`config.mk`:
```
export PLATFORM = sky130hd
export DESIGN_NAME = keypad_move_event_flat
export DESIGN_NICKNAME = d
export VERILOG_FILES = /design/src/rtl/keypad_move_event_if.sv /design/src/rtl/keypad_move_event.sv /design/src/flat_wrapper.sv
export SDC_FILE = /design/constraint.sdc
export NUM_CORES = 1
export LEC_CHECK = 0
export CAP_MARGIN = 20
export CORE_MARGIN = 2
export CORE_UTILIZATION = 60
export DETAILED_ROUTE_END_ITERATION = 8
export PLACE_DENSITY_LB_ADDON = 0.12
export SLEW_MARGIN = 25
export SYNTH_ARGS = -nofsm -noshare
export SYNTH_HDL_FRONTEND = slang
export SYNTH_SLANG_ARGS = --single-unit
```
`constraint.sdc`:
```
create_clock -name clk -period 5.5 [get_ports clk]
set_input_delay 0.825 -clock clk [delete_from_list [all_inputs] [get_ports clk]]
set_output_delay 0.825 -clock clk [all_outputs]
set_load 0.03 [all_outputs]
```
`src/rtl/keypad_move_event_if.sv`:
```
// keypad_move_event_if: valid/ready move-event channel from keypad_move_event to game logic
interface keypad_move_event_if;
    logic       evt_valid;
    logic       evt_ready;
    logic [2:0] evt_col;
    logic       evt_pop;
    modport master (output evt_valid, evt_col, evt_pop, input evt_ready);
    modport slave  (input evt_valid, evt_col, evt_pop, output evt_ready);
endinterface

```
`src/rtl/keypad_move_event.sv`:
```
// keypad_move_event: debounces keypad presses into one-per-press column move events (KEYPAD_EVT_FIFO_EN selects a 4-entry event FIFO)
module keypad_move_event #(
    parameter int DEBOUNCE_CYCLES = 1000000,
    parameter int NUM_COLS        = 7
) (
    input  logic                  clk,
    input  logic                  clr_n,
    input  logic                  key_held,
    input  logic [3:0]            key_code,
    input  logic                  pop_mode,
    input  logic                  game_lock,
    keypad_move_event_if.master   evt,
    output logic                  evt_overflow,
    output logic                  busy
);
    localparam int CW = $clog2(DEBOUNCE_CYCLES);
    localparam logic [CW-1:0] CNT_MAX = CW'(DEBOUNCE_CYCLES - 1);
    localparam logic [1:0] IDLE        = 2'd0;
    localparam logic [1:0] DEB_PRESS   = 2'd1;
    localparam logic [1:0] HELD        = 2'd2;
    localparam logic [1:0] DEB_RELEASE = 2'd3;

    logic [1:0]    state_q, state_d;
    logic [CW-1:0] cnt_q, cnt_d, cnt_inc;
    logic [3:0]    code_q, code_d;
    logic          code_ok, gen, ovf_q, ovf_d;
    logic [2:0]    gen_col;

    assign cnt_inc = (cnt_q == CNT_MAX) ? cnt_q : cnt_q + CW'(1);
    assign code_ok = (code_q != 4'd0) && (int'(code_q) <= NUM_COLS);
    assign gen_col = 3'(code_q - 4'd1);
    assign busy    = state_q != IDLE;
    assign evt_overflow = ovf_q;

    // debounce FSM; gen marks the edge a stable press becomes a move
    always_comb begin
        state_d = state_q;
        cnt_d   = cnt_q;
        code_d  = code_q;
        gen     = 1'b0;
        case (state_q)
            IDLE: if (key_held && !game_lock) begin
                state_d = DEB_PRESS;
                cnt_d   = '0;
                code_d  = key_code;
            end
            DEB_PRESS: if (!key_held || key_code != code_q) state_d = IDLE;
                else if (cnt_q == CNT_MAX) begin
                    state_d = HELD;
                    gen     = code_ok && !game_lock;
                end else cnt_d = cnt_inc;
            HELD: if (!key_held) begin
                state_d = DEB_RELEASE;
                cnt_d   = '0;
            end
            default: if (key_held) state_d = HELD;
                else if (cnt_q == CNT_MAX) state_d = IDLE;
                else cnt_d = cnt_inc;
        endcase
    end

    // FSM, counter and captured code registers
    always_ff @(posedge clk or negedge clr_n) begin
        if (!clr_n) begin
            state_q <= IDLE;
            cnt_q   <= '0;
            code_q  <= '0;
            ovf_q   <= 1'b0;
        end else begin
            state_q <= state_d;
            cnt_q   <= cnt_d;
            code_q  <= code_d;
            ovf_q   <= ovf_d;
        end
    end

`ifdef KEYPAD_EVT_FIFO_EN
    logic [2:0] fcol_q [4];
    logic       fpop_q [4];
    logic [1:0] rd_q, wr_q;
    logic [2:0] fcnt_q, fcnt_d;
    logic       push, pop;

    assign pop    = (fcnt_q != 3'd0) && evt.evt_ready;
    assign push   = gen && ((fcnt_q != 3'd4) || pop);
    assign ovf_d  = gen && !push;
    assign fcnt_d = fcnt_q + 3'(push) - 3'(pop);
    assign evt.evt_valid = fcnt_q != 3'd0;
    assign evt.evt_col   = fcol_q[rd_q];
    assign evt.evt_pop   = fpop_q[rd_q];

    // FIFO storage; a full FIFO accepts a push when the head leaves on the same edge
    always_ff @(posedge clk or negedge clr_n) begin
        if (!clr_n) begin
            for (int i = 0; i < 4; i++) begin
                fcol_q[i] <= '0;
                fpop_q[i] <= 1'b0;
            end
            rd_q   <= '0;
            wr_q   <= '0;
            fcnt_q <= '0;
        end else begin
            if (push) begin
                fcol_q[wr_q] <= gen_col;
                fpop_q[wr_q] <= pop_mode;
            end
            wr_q   <= wr_q + 2'(push);
            rd_q   <= rd_q + 2'(pop);
            fcnt_q <= fcnt_d;
        end
    end
`else
    logic       valid_q, valid_d, pop_q, pop_d, load;
    logic [2:0] col_q, col_d;

    assign load  = gen && (!valid_q || evt.evt_ready);
    assign ovf_d = gen && !load;
    assign evt.evt_valid = valid_q;
    assign evt.evt_col   = col_q;
    assign evt.evt_pop   = pop_q;

    // holding register: a new event replaces only an empty or departing one
    always_comb begin
        valid_d = load ? 1'b1 : valid_q && !evt.evt_ready;
        col_d   = load ? gen_col : col_q;
        pop_d   = load ? pop_mode : pop_q;
    end

    // holding register state
    always_ff @(posedge clk or negedge clr_n) begin
        if (!clr_n) begin
            valid_q <= 1'b0;
            col_q   <= '0;
            pop_q   <= 1'b0;
        end else begin
            valid_q <= valid_d;
            col_q   <= col_d;
            pop_q   <= pop_d;
        end
    end
`endif
endmodule

```
`src/flat_wrapper.sv`:
```
// flat-port wrapper written by rule: the top's interface ports become plain ports
module keypad_move_event_flat 
#(
    parameter int DEBOUNCE_CYCLES = 1000000,
    parameter int NUM_COLS        = 7
)
  (clk, clr_n, key_held, key_code, pop_mode, game_lock, evt_overflow, busy, evt_evt_valid, evt_evt_col, evt_evt_pop, evt_evt_ready);
  keypad_move_event_if evt_i ();
  input  logic clk;
  input  logic clr_n;
  input  logic key_held;
  input  logic [3:0] key_code;
  input  logic pop_mode;
  input  logic game_lock;
  output logic evt_overflow;
  output logic busy;
  output wire logic [$bits(evt_i.evt_valid)-1:0] evt_evt_valid;
  output wire logic [$bits(evt_i.evt_col)-1:0] evt_evt_col;
  output wire logic [$bits(evt_i.evt_pop)-1:0] evt_evt_pop;
  input wire logic [$bits(evt_i.evt_ready)-1:0] evt_evt_ready;
  assign evt_evt_valid = evt_i.evt_valid;
  assign evt_evt_col = evt_i.evt_col;
  assign evt_evt_pop = evt_i.evt_pop;
  assign evt_i.evt_ready = evt_evt_ready;
  keypad_move_event #(.DEBOUNCE_CYCLES(DEBOUNCE_CYCLES), .NUM_COLS(NUM_COLS)) u_core (.clk(clk), .clr_n(clr_n), .key_held(key_held), .key_code(key_code), .pop_mode(pop_mode), .game_lock(game_lock), .evt(evt_i), .evt_overflow(evt_overflow), .busy(busy));
endmodule
```
# Word level (Yosys, flattened, before mapping)
# Cells that the tools add are included.
# W data, S select, Z words.
[word_totals]
romBits = 0
word_cells = 56
latch_bits = 0
mem_bits_rw = 0
input_bits = 10
n_memories = 0
out_inout_bits = 7
register_bits = 32
[op_classes]
n_shift = 0
div_mod_pow = 0
n_addsub = 2
n_reduce_logical = 20
multipliers = 0
muxes = 17
n_bitwise = 0
order_cmp = 1
n_eq_ne = 9
[ops]
columns = ["op", "n"]
rows = [
  ["$mux W20", 5],
  ["$pmux W20 S3", 1],
  ["$add A20 B1 Y20 const B", 1],
  ["$eq A20 B20 Y1 const B", 1],
  ["$mux W2", 6],
  ["$reduce_and A4 Y1", 2],
  ["$logic_and A1 B1 Y1", 6],
  ["$ne A3 B1 Y1 const B", 2],
  ["$pmux W2 S3", 1],
  ["$logic_not A1 Y1", 5],
  ["$reduce_bool A5 Y1", 1],
  ["$le A4 B3 Y1 const B", 1],
  ["$mux W1", 4],
  ["$ne A2 B2 Y1 const B", 2],
  ["$ne A4 B4 Y1", 1],
  ["$reduce_bool A4 Y1", 1],
  ["$sub A3 B1 Y3 const B", 1],
  ["$eq A2 B1 Y1 const B", 1],
  ["$eq A2 B2 Y1 const B", 1],
  ["$logic_not A2 Y1", 1],
  ["$logic_or A1 B1 Y1", 2],
  ["$ne A2 B1 Y1 const B", 1],
  ["$reduce_and A2 Y1", 1],
  ["$reduce_bool A2 Y1", 1],
]

# Logic depth before layout (Yosys ltp)
[depth]
ltp_word = 9
depth_mapped = 8
depth_no_buf = 7

# Least setup slack after synthesis
# OpenSTA, ideal clock, no wires.
[synth_path]
path_type = "input-to-reg"
startpoint = "input key_code[3]"
endpoint = "register u_core.pop_q (netlist: u_core.evt.evt_pop)"
required_ns = 5.375
path_slack_ns = 3.294
t_arrival_ns = 2.081
setup_ns = 0.125
cell_stages = 5
n_path_buf = 0
cell_sequence = "xor2_1 nor3_1 nand2_1 nor4_4 mux2_2"
[synth_between]
elab_chain_len = 5
[synth_rtl]
columns = ["element", "line", "text"]
rows = [
  ["start: declaration", "flat_wrapper.sv:12", "input logic [3:0] key_code;"],
  ["$ne A4 B4 Y1", "keypad_move_event.sv:47", "DEB_PRESS: if (!key_held || key_code != code_q) state_d = IDLE;"],
  ["$logic_or A1 B1 Y1", "keypad_move_event.sv:47", ""],
  ["$mux W1", "keypad_move_event.sv:47", ""],
  ["$mux W1", "keypad_move_event.sv:41", "case (state_q)"],
  ["$logic_and A1 B1 Y1", "keypad_move_event.sv:116", "assign load = gen && (!valid_q || evt.evt_ready);"],
  ["end signal: assignment", "keypad_move_event.sv:138", "pop_q <= pop_d;"],
  ["end: declaration", "keypad_move_event.sv:113", "logic valid_q, valid_d, pop_q, pop_d, load;"],
]
# No other way between the ends.
# A chain may end at the register's enable or synchronous reset.

# Worst setup path in the final report
[layout_path]
startpoint = "register u_core.state_q[1]"
endpoint = "output busy"
[layout_between]
elab_chain_len = 1
[layout_rtl]
columns = ["element", "line", "text"]
rows = [
  ["start: declaration", "keypad_move_event.sv:23", "logic [1:0] state_q, state_d;"],
  ["start signal: assignment", "keypad_move_event.sv:70", "state_q <= state_d;"],
  ["$reduce_bool A2 Y1", "keypad_move_event.sv:32", "assign busy = state_q != IDLE;"],
  ["end: declaration", "flat_wrapper.sv:16", "output logic busy;"],
]
# No other way between the ends.

==> results.toml <==
[drt]
wl_microns = 4080
final_antenna_net_count = 0
drtIter0Drc = 166
vias_per_cell = 6.17
vias = 1598
firstDrtPassIters = 4
drc = 0
avgRoutedWirePerCell_microns = 15.8

[sta]
grt_setup_unrepaired = "no"
hold_viol_final = 0
clock_skew_ns = 0.00818
relSlewSlack_pct = 36.5
setup_tns_ns = 0
finalSetupViolCount = 0
fmax_ghz = 0.368
finalMaxSlewViolations = 0
fin_crit_ns = 2.72
worst_slew_pin_slew_ns = 0.953
fin_crit_sh_pct = 49.5

[global_routing]
grt_pass1_vias = 1543
grt_pass1_wl_microns = 6940
grt_use_met1_pct = 34.8
track_usage_pct = 25.4
grt_max_degree = 33
met2_usage_pct = 40.4
grtUsageMet3_pct = 5.04
grt-ovfl-total = 0
grt.busiest_layer = "met2"
antenna_found_initial = 0

[floorplanning]
initial_utilization_pct = 63.9
io_pins = 17
chipHeight_microns = 61.3
rows = 20
core_area_sq_um = 3080
die-area_sq_um = 3750
die_w_microns = 61.3

[logic_synthesis]
async_flop_share_pct = 100
yosys.cell_count.top_type = "dfrtp_1"
synth_top_area_cell = "dfrtp_1"
synth.distinct_cells = 51
ys_seq_area_share_pct = 40.7
yosysWarningCount = 0
netlist_top_cells_count = "dfrtp_1, o21ai_0, nand2_1"
ys.flop_type = "dfrtp_1"
post_synth.cell_area_avg_sq_um = 9.94
syn_area_sq_um = 1970
synth_cells = 198
synth_top_area_share_pct = 40.7
synth_nets = 214
ys_ff_latch = 32
synth_edf_count = 0
synth.area.top_cells = "dfrtp_1, o31ai_1, o21ai_0"

[flow_run]
maxCapViolCount = 0

[cts]
cts_buffer_depth = 2
cts_buffers = 5
cts_resized = 0
cts.sinks = 32
cts_root_buf = "clkbuf_4"
clk_pin_slew_ns = 0.10
cts_setup_buffers = 0
clock_latency_ns = 0.34
cts_tree = "done"
cts-htree-levels = 2
cts_hold_buf = 0

[final_layout]
fin_nets = 231
drive_gt1_share_pct = 15.8
syn_to_final_growth_pct = 11.7
antenna_cells = 0
final_cells = 259

[critical_path]
path_class = "flip-flop to output port"
cp-start-kind = "flip-flop"
critPathRequiredTime_ns = 4.68
endpoint_kind = "output port"
worst_ep_arrival_time_ns = 1.90
crit_fanout = 8

[power]
power_uw = 852
power.leakage_uw = 0.000949
p_per_area_nw_per_um2 = 388
ir_drop_uv = 274

[placement]
io_buffer_count = 16
dp_hpwl_microns = 2980
placedCellCount = 252
gp_congestion = 0.799

[hold_path]
hp-class = "flip-flop to flip-flop"

[run_status]
run_status = "completed"
-- registers in the layout, indices dropped and copies added, names as in the netlist --
register / flops
u_core.evt.evt_col: 3
u_core.evt_overflow: 1
u_core.state_q: 2
u_core.evt.evt_valid: 1
u_core.evt.evt_pop: 1
u_core.cnt_q: 20
u_core.code_q: 4
-- per-layer routing --
| metal | part of all wire [%] | wire length, microns |
|---|---|---|
| met5 | 0 | 0 |
| met4 | 1.2 | 51 |
| met3 | 4.4 | 181 |
| met2 | 49 | 1990 |
| met1 | 46 | 1860 |
-- power by group --
group	total, uW	internal, uW	switching (uW)
clock network	124	47.0	77.5
registers	328	276	52.5
logic	400	158	242
total	852	481	372
-- worst max-delay path: stages (launching register included) --
cell and delay [ns]:
dfrtp_1 0.42, inv_1 0.12, ha_1 0.33, inv_1 0.09
clkdlybuf4s50_1 0.60
-- cells by family (layout without fill, tap and decap cells) --
family	Yosys count	in the layout	share of synthesized area, %
and+or+nand+nor	66	66	22.4
AOI/OAI and AO/OA	63	63	21.4
DFF	32	32	40.7
buffers and inverters	16	33	3.88
muxes	10	10	5.53
adders and majority gates	6	6	3.81
xor gates and xnor gates	5	5	2.22
-- metrics by stage --
stage | setup slack [ns] | hold WS [ns] | area (sq um) | utilization, %
after floorplan | 3.29 | 0.437 | 1970 | -
after global placement | 2.50 | 0.454 | 2150 | 69.8
after detailed placement | 2.49 | 0.456 | 2150 | 69.9
after CTS | 2.78 | 0.473 | 2200 | 71.4
after global routing | 2.60 | 0.512 | 2200 | 71.4
final | 2.78 | 0.471 | 2200 | 71.4
-- cell type report --
| type | count | area (sq um) |
|---|---|---|
| multi-input combinational | 150 | 1090 |
| timing repair buffer | 17 | 168 |
| clock buffer | 6 | 41.3 |
| clock inverter | 1 | 5.00 |
| inverter | 9 | 33.8 |
| fill | 258 | 880 |
| sequential | 32 | 801 |
| tap | 44 | 55.1 |
-- placed cells by master, fill, tap and decap left out, drive strengths merged, types with 2 or more instances in the layout --
master,instances
nand3,13
nor2,9
nand4,2
dfrtp,32
mux2i,3
a2111oi,2
a21o,3
inv,9
mux2,7
clkdlybuf4s50,16
nand2,17
ha,6
xor2,5
a21oi,9
o31ai,13
o21ai,18
nor4,3
a2bb2oi,2
or2,2
nor3,3
and3,5
nand2b,3
nor2b,2
clkbuf,6
a31oi,8
-- worst paths after layout --
kind                              startpoint                   end  slack (ns)  depth (start not counted)
max                        u_core.state_q[1]                  busy        2.78                          4
min                         u_core.cnt_q[19]      u_core.cnt_q[19]        0.47                          1
max reg2reg                u_core.state_q[0]       u_core.cnt_q[6]        3.12                          6
min reg2reg                 u_core.cnt_q[19]      u_core.cnt_q[19]        0.47                          1
max in group asynchronous              clr_n       u_core.cnt_q[3]        4.33                          2
min in group asynchronous              clr_n  u_core.evt.evt_valid        0.87                          2
(Power assumes the default switching activity.)
